$ cat config.mk
export PLATFORM = sky130hd
export DESIGN_NAME = refill_arbiter_flat
export DESIGN_NICKNAME = d
export VERILOG_FILES = /design/src/rtl/refill_arbiter_if.sv /design/src/rtl/refill_arbiter.sv /design/src/flat_wrapper.sv
export SDC_FILE = /design/constraint.sdc
export NUM_CORES = 1
export LEC_CHECK = 0
export CAP_MARGIN = 30
export CELL_PAD_IN_SITES_DETAIL_PLACEMENT = 1
export CELL_PAD_IN_SITES_GLOBAL_PLACEMENT = 2
export CORE_ASPECT_RATIO = 0.7
export CORE_UTILIZATION = 17
export CTS_CLUSTER_SIZE = 40
export DETAILED_ROUTE_END_ITERATION = 16
export MAX_ROUTING_LAYER = met4
export PLACE_DENSITY = 0.84
export SETUP_SLACK_MARGIN = 0.15
export SYNTH_ARGS = -nofsm -noshare
export SYNTH_HDL_FRONTEND = slang
export SYNTH_SLANG_ARGS = --single-unit
$ cat constraint.sdc
create_clock -name clk -period 1.6 [get_ports clk]
set_input_delay 0.32 -clock clk [delete_from_list [all_inputs] [get_ports clk]]
set_output_delay 0.32 -clock clk [all_outputs]
set_load 0.1 [all_outputs]
$ cat src/rtl/refill_arbiter_if.sv
// Refill arbiter bus: two L1 line-fill requesters plus the main-memory read port.
// master = arbiter side, slave = cache controllers / memory side.
interface refill_arbiter_if #(
    parameter int ADDR_W         = 32,
    parameter int DATA_W         = 32,
    parameter int WORDS_PER_LINE = 4
);
    localparam int IDX_W = $clog2(WORDS_PER_LINE);

    logic              req_i;
    logic [ADDR_W-1:0] addr_i;
    logic              req_d;
    logic [ADDR_W-1:0] addr_d;
    logic              gnt_i;
    logic              gnt_d;
    logic              valid_i;
    logic              valid_d;
    logic [DATA_W-1:0] rdata;
    logic [IDX_W-1:0]  beat_idx;
    logic              done_i;
    logic              done_d;
    logic              mm_re;
    logic [ADDR_W-1:0] mm_addr;
    logic              mm_valid;
    logic [DATA_W-1:0] mm_data;

    modport master (
        input  req_i, addr_i, req_d, addr_d,
        input  mm_valid, mm_data,
        output gnt_i, gnt_d, valid_i, valid_d,
        output rdata, beat_idx, done_i, done_d,
        output mm_re, mm_addr
    );

    modport slave (
        output req_i, addr_i, req_d, addr_d,
        output mm_valid, mm_data,
        input  gnt_i, gnt_d, valid_i, valid_d,
        input  rdata, beat_idx, done_i, done_d,
        input  mm_re, mm_addr
    );
endinterface

$ cat src/rtl/refill_arbiter.sv
// Shares the main-memory read port between imem and dmem line refills.
// Define ARB_IMEM_PRIORITY_EN for fixed imem priority instead of round-robin.
module refill_arbiter #(
    parameter int ADDR_W         = 32,
    parameter int DATA_W         = 32,
    parameter int WORDS_PER_LINE = 4
) (
    input  logic clk,
    input  logic reset,
    refill_arbiter_if.master bus
);
    localparam int IDX_W    = $clog2(WORDS_PER_LINE);
    localparam int OFFSET_W = $clog2(WORDS_PER_LINE * DATA_W / 8);
    localparam logic [ADDR_W-1:0] LINE_MASK =
        ~((ADDR_W'(1) << OFFSET_W) - ADDR_W'(1));
    localparam logic [IDX_W-1:0] LAST_IDX = IDX_W'(WORDS_PER_LINE - 1);

    typedef enum logic [1:0] {
        IDLE,
        BURST,
        RELEASE
    } state_t;

    state_t            state;
    logic [IDX_W-1:0]  count;
    logic              owner_d;
    logic              gnt_i_q;
    logic              gnt_d_q;
    logic [ADDR_W-1:0] addr_q;
    logic              win_d;
    logic              beat;
    logic              last;
`ifndef ARB_IMEM_PRIORITY_EN
    logic              last_dmem;
`endif

    always_comb begin
`ifdef ARB_IMEM_PRIORITY_EN
        win_d = bus.req_d && !bus.req_i;
`else
        // On a tie the side that did not win last time goes next
        win_d = bus.req_d && (!bus.req_i || !last_dmem);
`endif
    end

    assign beat = (state == BURST) && bus.mm_valid;
    assign last = beat && (count == LAST_IDX);

    always_ff @(posedge clk) begin
        if (reset) begin
            state   <= IDLE;
            count   <= '0;
            owner_d <= 1'b0;
            gnt_i_q <= 1'b0;
            gnt_d_q <= 1'b0;
            addr_q  <= '0;
`ifndef ARB_IMEM_PRIORITY_EN
            last_dmem <= 1'b1;
`endif
        end else begin
            unique case (state)
                IDLE: begin
                    if (bus.req_i || bus.req_d) begin
                        state   <= BURST;
                        owner_d <= win_d;
                        gnt_i_q <= !win_d;
                        gnt_d_q <= win_d;
                        addr_q  <= (win_d ? bus.addr_d : bus.addr_i)
                                   & LINE_MASK;
                    end
                end
                BURST: begin
                    if (last) begin
                        state   <= RELEASE;
                        count   <= '0;
                        gnt_i_q <= 1'b0;
                        gnt_d_q <= 1'b0;
                        addr_q  <= '0;
                    end else if (beat) begin
                        count <= count + IDX_W'(1);
                    end
                end
                RELEASE: begin
                    state <= IDLE;
`ifndef ARB_IMEM_PRIORITY_EN
                    last_dmem <= owner_d;
`endif
                end
                default: state <= IDLE;
            endcase
        end
    end

    assign bus.gnt_i    = gnt_i_q;
    assign bus.gnt_d    = gnt_d_q;
    assign bus.mm_re    = gnt_i_q | gnt_d_q;
    assign bus.mm_addr  = addr_q;
    // Beats pass straight through to the owner with no added latency
    assign bus.valid_i  = beat && !owner_d;
    assign bus.valid_d  = beat && owner_d;
    assign bus.rdata    = beat ? bus.mm_data : '0;
    assign bus.beat_idx = beat ? count : '0;
    assign bus.done_i   = last && !owner_d;
    assign bus.done_d   = last && owner_d;
endmodule

$ cat src/flat_wrapper.sv
// flat-port wrapper written by rule: the top's interface ports become plain ports
module refill_arbiter_flat 
#(
    parameter int ADDR_W         = 32,
    parameter int DATA_W         = 32,
    parameter int WORDS_PER_LINE = 4
)
  (clk, reset, bus_req_i, bus_addr_i, bus_req_d, bus_addr_d, bus_mm_valid, bus_mm_data, bus_gnt_i, bus_gnt_d, bus_valid_i, bus_valid_d, bus_rdata, bus_beat_idx, bus_done_i, bus_done_d, bus_mm_re, bus_mm_addr);
  refill_arbiter_if #(.ADDR_W(ADDR_W), .DATA_W(DATA_W), .WORDS_PER_LINE(WORDS_PER_LINE)) bus_i ();
  input  logic clk;
  input  logic reset;
  input wire logic [$bits(bus_i.req_i)-1:0] bus_req_i;
  input wire logic [$bits(bus_i.addr_i)-1:0] bus_addr_i;
  input wire logic [$bits(bus_i.req_d)-1:0] bus_req_d;
  input wire logic [$bits(bus_i.addr_d)-1:0] bus_addr_d;
  input wire logic [$bits(bus_i.mm_valid)-1:0] bus_mm_valid;
  input wire logic [$bits(bus_i.mm_data)-1:0] bus_mm_data;
  output wire logic [$bits(bus_i.gnt_i)-1:0] bus_gnt_i;
  output wire logic [$bits(bus_i.gnt_d)-1:0] bus_gnt_d;
  output wire logic [$bits(bus_i.valid_i)-1:0] bus_valid_i;
  output wire logic [$bits(bus_i.valid_d)-1:0] bus_valid_d;
  output wire logic [$bits(bus_i.rdata)-1:0] bus_rdata;
  output wire logic [$bits(bus_i.beat_idx)-1:0] bus_beat_idx;
  output wire logic [$bits(bus_i.done_i)-1:0] bus_done_i;
  output wire logic [$bits(bus_i.done_d)-1:0] bus_done_d;
  output wire logic [$bits(bus_i.mm_re)-1:0] bus_mm_re;
  output wire logic [$bits(bus_i.mm_addr)-1:0] bus_mm_addr;
  assign bus_i.req_i = bus_req_i;
  assign bus_i.addr_i = bus_addr_i;
  assign bus_i.req_d = bus_req_d;
  assign bus_i.addr_d = bus_addr_d;
  assign bus_i.mm_valid = bus_mm_valid;
  assign bus_i.mm_data = bus_mm_data;
  assign bus_gnt_i = bus_i.gnt_i;
  assign bus_gnt_d = bus_i.gnt_d;
  assign bus_valid_i = bus_i.valid_i;
  assign bus_valid_d = bus_i.valid_d;
  assign bus_rdata = bus_i.rdata;
  assign bus_beat_idx = bus_i.beat_idx;
  assign bus_done_i = bus_i.done_i;
  assign bus_done_d = bus_i.done_d;
  assign bus_mm_re = bus_i.mm_re;
  assign bus_mm_addr = bus_i.mm_addr;
  refill_arbiter #(.ADDR_W(ADDR_W), .DATA_W(DATA_W), .WORDS_PER_LINE(WORDS_PER_LINE)) u_core (.clk(clk), .reset(reset), .bus(bus_i));
endmodule
After elaboration in Yosys (flattened, before gate mapping) --
Cells that the tools add are included.
Storage, ports and cells: register bits after elaboration 40, bits of input ports 101, output and inout bits 73, logic and storage cells 50
Operators by class: $add $sub $neg 1, eq/ne operators 5, mux-type cells 16, bitwise operators 1, reductions and logical operators 20
Operators with widths (number):
- 32-bit 2-to-1 mux | 4
- 32-bit case mux with 2 select lines | 1
- 2-bit 2-to-1 mux | 5
- 1-bit logical AND | 7
- 2-bit AND reduction | 3
- 2-bit equality test, second input constant | 2
- 1-bit logical NOT | 4
- 2-bit by 1-bit != test with 1-bit output, second input constant | 2
- 1-bit case mux with 2 select lines | 2
- 2-bit case mux with 2 select lines | 1
- 2-bit nonzero test | 2
- 1-bit 2-to-1 mux | 3
- 3-bit AND reduction | 1
- 2-bit by 1-bit adder with 2-bit output, second input constant | 1
- 2-bit by 1-bit equality test with 1-bit output, second input constant | 1
- 2-bit logical NOT | 1
- 1-bit logical OR | 2
- 1-bit bitwise OR | 1

Depth between registers and ports, before layout --
depth after elaboration 6, depth in mapped cells 6, mapped depth without buffers 4

Worst setup path before layout --
No wires, ideal clock.
kind reg2out, from reg u_core.count[0], to out bus_done_i, data arrival time 2077 ps, data required time 1280 ps, slack -797 ps, stages on the path, launching flop included 4, path buffers 0, cell sequence dfxtp_1 > ha_1 > nand4b_1 > nor2_1
On the way: cells in the longest elaborated chain, start to end 3
Ends and longest elaborated chain:
- start: declaration | RTL line refill_arbiter.sv:25 | logic [IDX_W-1:0] count;
- start signal: assignment | RTL line refill_arbiter.sv:80 | count <= count + IDX_W'(1);
- 2-bit equality test | RTL line refill_arbiter.sv:47 | assign last = beat && (count == LAST_IDX);
- 1-bit logical AND | RTL line refill_arbiter.sv:47
- 1-bit logical AND | RTL line refill_arbiter.sv:103 | assign bus.done_i = last && !owner_d;
- end: declaration | RTL line flat_wrapper.sv:24 | output wire logic [$bits(bus_i.done_i)-1:0] bus_done_i;
No other way between the ends.

Worst setup path after layout --
from reg u_core.state[0], to out bus_beat_idx[0]
On the way: cells in the longest elaborated chain, start to end 3
Ends and longest elaborated chain:
- start: declaration | RTL line refill_arbiter.sv:24 | state_t state;
- start signal: assignment | RTL line refill_arbiter.sv:51 | state <= IDLE;
- start signal: assignment | RTL line refill_arbiter.sv:64 | state <= BURST;
- start signal: assignment | RTL line refill_arbiter.sv:74 | state <= RELEASE;
- 2-bit by 1-bit equality test with 1-bit output | RTL line refill_arbiter.sv:46 | assign beat = (state == BURST) && bus.mm_valid;
- 1-bit logical AND | RTL line refill_arbiter.sv:46
- 2-bit 2-to-1 mux | RTL line refill_arbiter.sv:102 | assign bus.beat_idx = beat ? count : '0;
- end: declaration | RTL line flat_wrapper.sv:23 | output wire logic [$bits(bus_i.beat_idx)-1:0] bus_beat_idx;
No other way between the ends.

==> impl_metrics.json <==
{
  "hold_buffers": 0,
  "p_leak_uw": 0.00210,
  "worst_slack_ns": -0.120,
  "synthMuxAreaShare_pct": 0,
  "yosys.area_share.xor_xnor_pct": 0,
  "yosys_warnings": 0,
  "ir_worst_vdd_uv": 408,
  "yosysTopAreaCell": "dfxtp_1",
  "cts.clk_slew.worst_paths_ns": 0.06,
  "synth_top_flop_cell": "dfxtp_1",
  "ios": 174,
  "holdPathStages": 4,
  "drv_cap": 0,
  "skew_ns": 0.00599,
  "synth-edff-count": 0,
  "synth_common_cells": "nand3_1, dfxtp_1, and3_1, a211oi_1, a311oi_1",
  "finalCriticalPeriod_ns": 1.72,
  "worstPathArrival_ns": 1.40,
  "layout-drive-gt1-share_pct": 51.3,
  "nets": 538,
  "dpl.hpwl_um": 7570,
  "gp_congestion": 0.719,
  "hold_class": "in -> reg",
  "power_density_nw_per_um2": 778,
  "max_freq_mhz": 581,
  "crit_fanout": 26,
  "synth_compound_area_share_pct": 27.6,
  "drc": 0,
  "crit_slowest_cell": "dfxtp_4",
  "endpoint_kind": "primary output",
  "nFillCells": 1280,
  "drtPass1Iterations": 4,
  "cp-start-kind": "flop",
  "grt_use_total_pct": 16.6,
  "die_h_um": 97.1,
  "fin_crit_sh_pct": 108,
  "synthAdderAreaFrac_pct": 0.570,
  "first_iter_violations": 98,
  "synth_cell_types": 33,
  "syn2layout_area_growth_pct": 165,
  "synthCells": 262,
  "rsz0062_at_grt": "yes",
  "worst_path_most_repeated_cell": "buf_12",
  "root_buffer": "clkbuf_16",
  "async_flop_share_pct": 0,
  "syn_area_um2": 2200,
  "synthSimpleGateAreaFrac_pct": 28.8,
  "rr_worst_depth": 8,
  "maxSlewViolCount": 0,
  "io_buffer_count": 161,
  "grt_max_degree": 37,
  "cp_cell_sequence": "nor2b_4, buf_12, and3_2, buf_12",
  "wl_per_cell_um": 18.1,
  "initial_core_util_pct": 17.6,
  "synth_area_leaders": "dfxtp_1, nand3_1, and3_1",
  "rows": 34,
  "grt_pass1_vias": 3077,
  "cts_sinks": 36,
  "worst_skew_pair.late_latency_ns": 0.28,
  "synth_top_family_by_area": "simple AND/OR/NAND/NOR gates",
  "ant_nets": 0,
  "die_w_um": 138,
  "critPathBufInv": 2,
  "violations": "setup timing",
  "crit_required_ns": 1.28,
  "cts_buffer_depth": 2,
  "vias_per_cell": 4.74,
  "cts_made_buffers": 5,
  "crit_family": "simple AND/OR/NAND/NOR gates",
  "htreeDepth": 2,
  "synth_top_area_share_pct": 32.8,
  "die_area_um2": 13400,
  "via_count": 2841,
  "finalHoldViolCount": 0,
  "grt_overflow_total": 0,
  "wl_um": 10900,
  "slowest_delay_ns": 0.37,
  "antenna_found_initial": 0,
  "layout.cells.non_filler": 599,
  "antennaDiodeCount": 0,
  "fin_util_pct": 46.5,
  "grt_pass1_wl_um": 16700,
  "place_inst": 574,
  "yosysMostFrequentCell": "nand3_1",
  "cts_tree": "built",
  "cp.depth": 4,
  "synth.avg_cell_area_um2": 8.38,
  "setup-violations-final": 51,
  "ys_seq_area_share_pct": 32.8,
  "coreArea_um2": 12500,
  "synth-seq-cells": 36,
  "critical_path_class": "reg -> out",
  "status": "complete, but fails checks"
}
## per-layer routing
metal  part of all wire, %  up-vias  GRT usage [%]
li1                      -     1347              -
met1                    43     1377           20.9
met2                    49      110           26.6
met3                   7.3        7           4.02
met4                  0.59        0           3.60
met5                     0        -              -
## where the power goes
part,switching [µW],internal [µW]
logic,1380,1030
registers,121,980
clock network,402,621
total,1900,2630
## worst min-delay path: cells and delay by family
kind                   cells  cell delay, ns
AO/OA/AOI/OAI              1            0.06
buffers and inverters      2            0.28
AND/OR/NAND/NOR            1            0.08
## final cells by class
type                       instances  area [µm²]  share of cell area (%)
timing repair buffer             204        2910                    50.0
multi-input combinational        189        1820                    31.3
sequential                        36         733                    12.6
tap                              162         203                    3.48
clock buffer                       7         143                    2.45
clock inverter                     1        7.51                   0.129
## sequential cells by signal, summed over array words and instances, names as in the netlist
signal              cells
u_core.bus.mm_addr     28
u_core.count            2
u_core.state            2
u_core.bus.gnt_d        1
u_core.bus.gnt_i        1
u_core.last_dmem        1
u_core.owner_d          1
## worst paths after layout
path / from / endpoint / slack [ns]
min reg2reg: u_core.bus.gnt_d$_SDFFE_PP0P_ / u_core.bus.gnt_d$_SDFFE_PP0P_ / 0.54
min: bus_mm_valid / u_core.count[1]$_SDFFE_PP0P_ / 0.50
max reg2reg: u_core.count[0]$_SDFFE_PP0P_ / u_core.bus.mm_addr[25]$_SDFFE_PP0P_ / -0.02
max: u_core.state[0]$_SDFFE_PP0P_ / bus_beat_idx[0] / -0.12
## placed cells by master (no fill, tap or decap), types with 9 or more instances in the layout
cell	instances
buf_6	9
a211oi_4	15
buf_4	15
dfxtp_1	30
a211oi_2	13
and3_4	34
a311oi_2	22
nand3_1	57
clkdlybuf4s50_1	90
buf_12	83
## metrics by stage
step           hold slack [ns]  area [µm²]  TNS (ns)  setup slack, ns  total power (µW)
2_1_floorplan            0.463        2450   -0.0379          -0.0379              2360
3_3_place_gp             0.473        5010    -14.47           -0.290              3250
3_5_place_dp             0.495        5010    -17.87           -0.347              3280
4_1_cts                  0.477        5610     -4.17           -0.130              4460
5_1_grt                  0.506        5820     -6.97           -0.176              4690
6_report                 0.500        5820     -3.88           -0.120              4530
## timing repair
action / in CTS / in global routing
cloned: 4 / 0
gates resized for setup: 55 / 33
setup endpoints to repair: 69 / 68
pin swaps: 19 / 21
buffers inserted: 12 / 1
## kinds of logic after synthesis
family	Yosys count
simple gates	115
buf+inv	40
flops	36
compound gates	69
other cells	1
fa+ha+maj	1
Note: power is estimated with default switching activity, not from simulation.
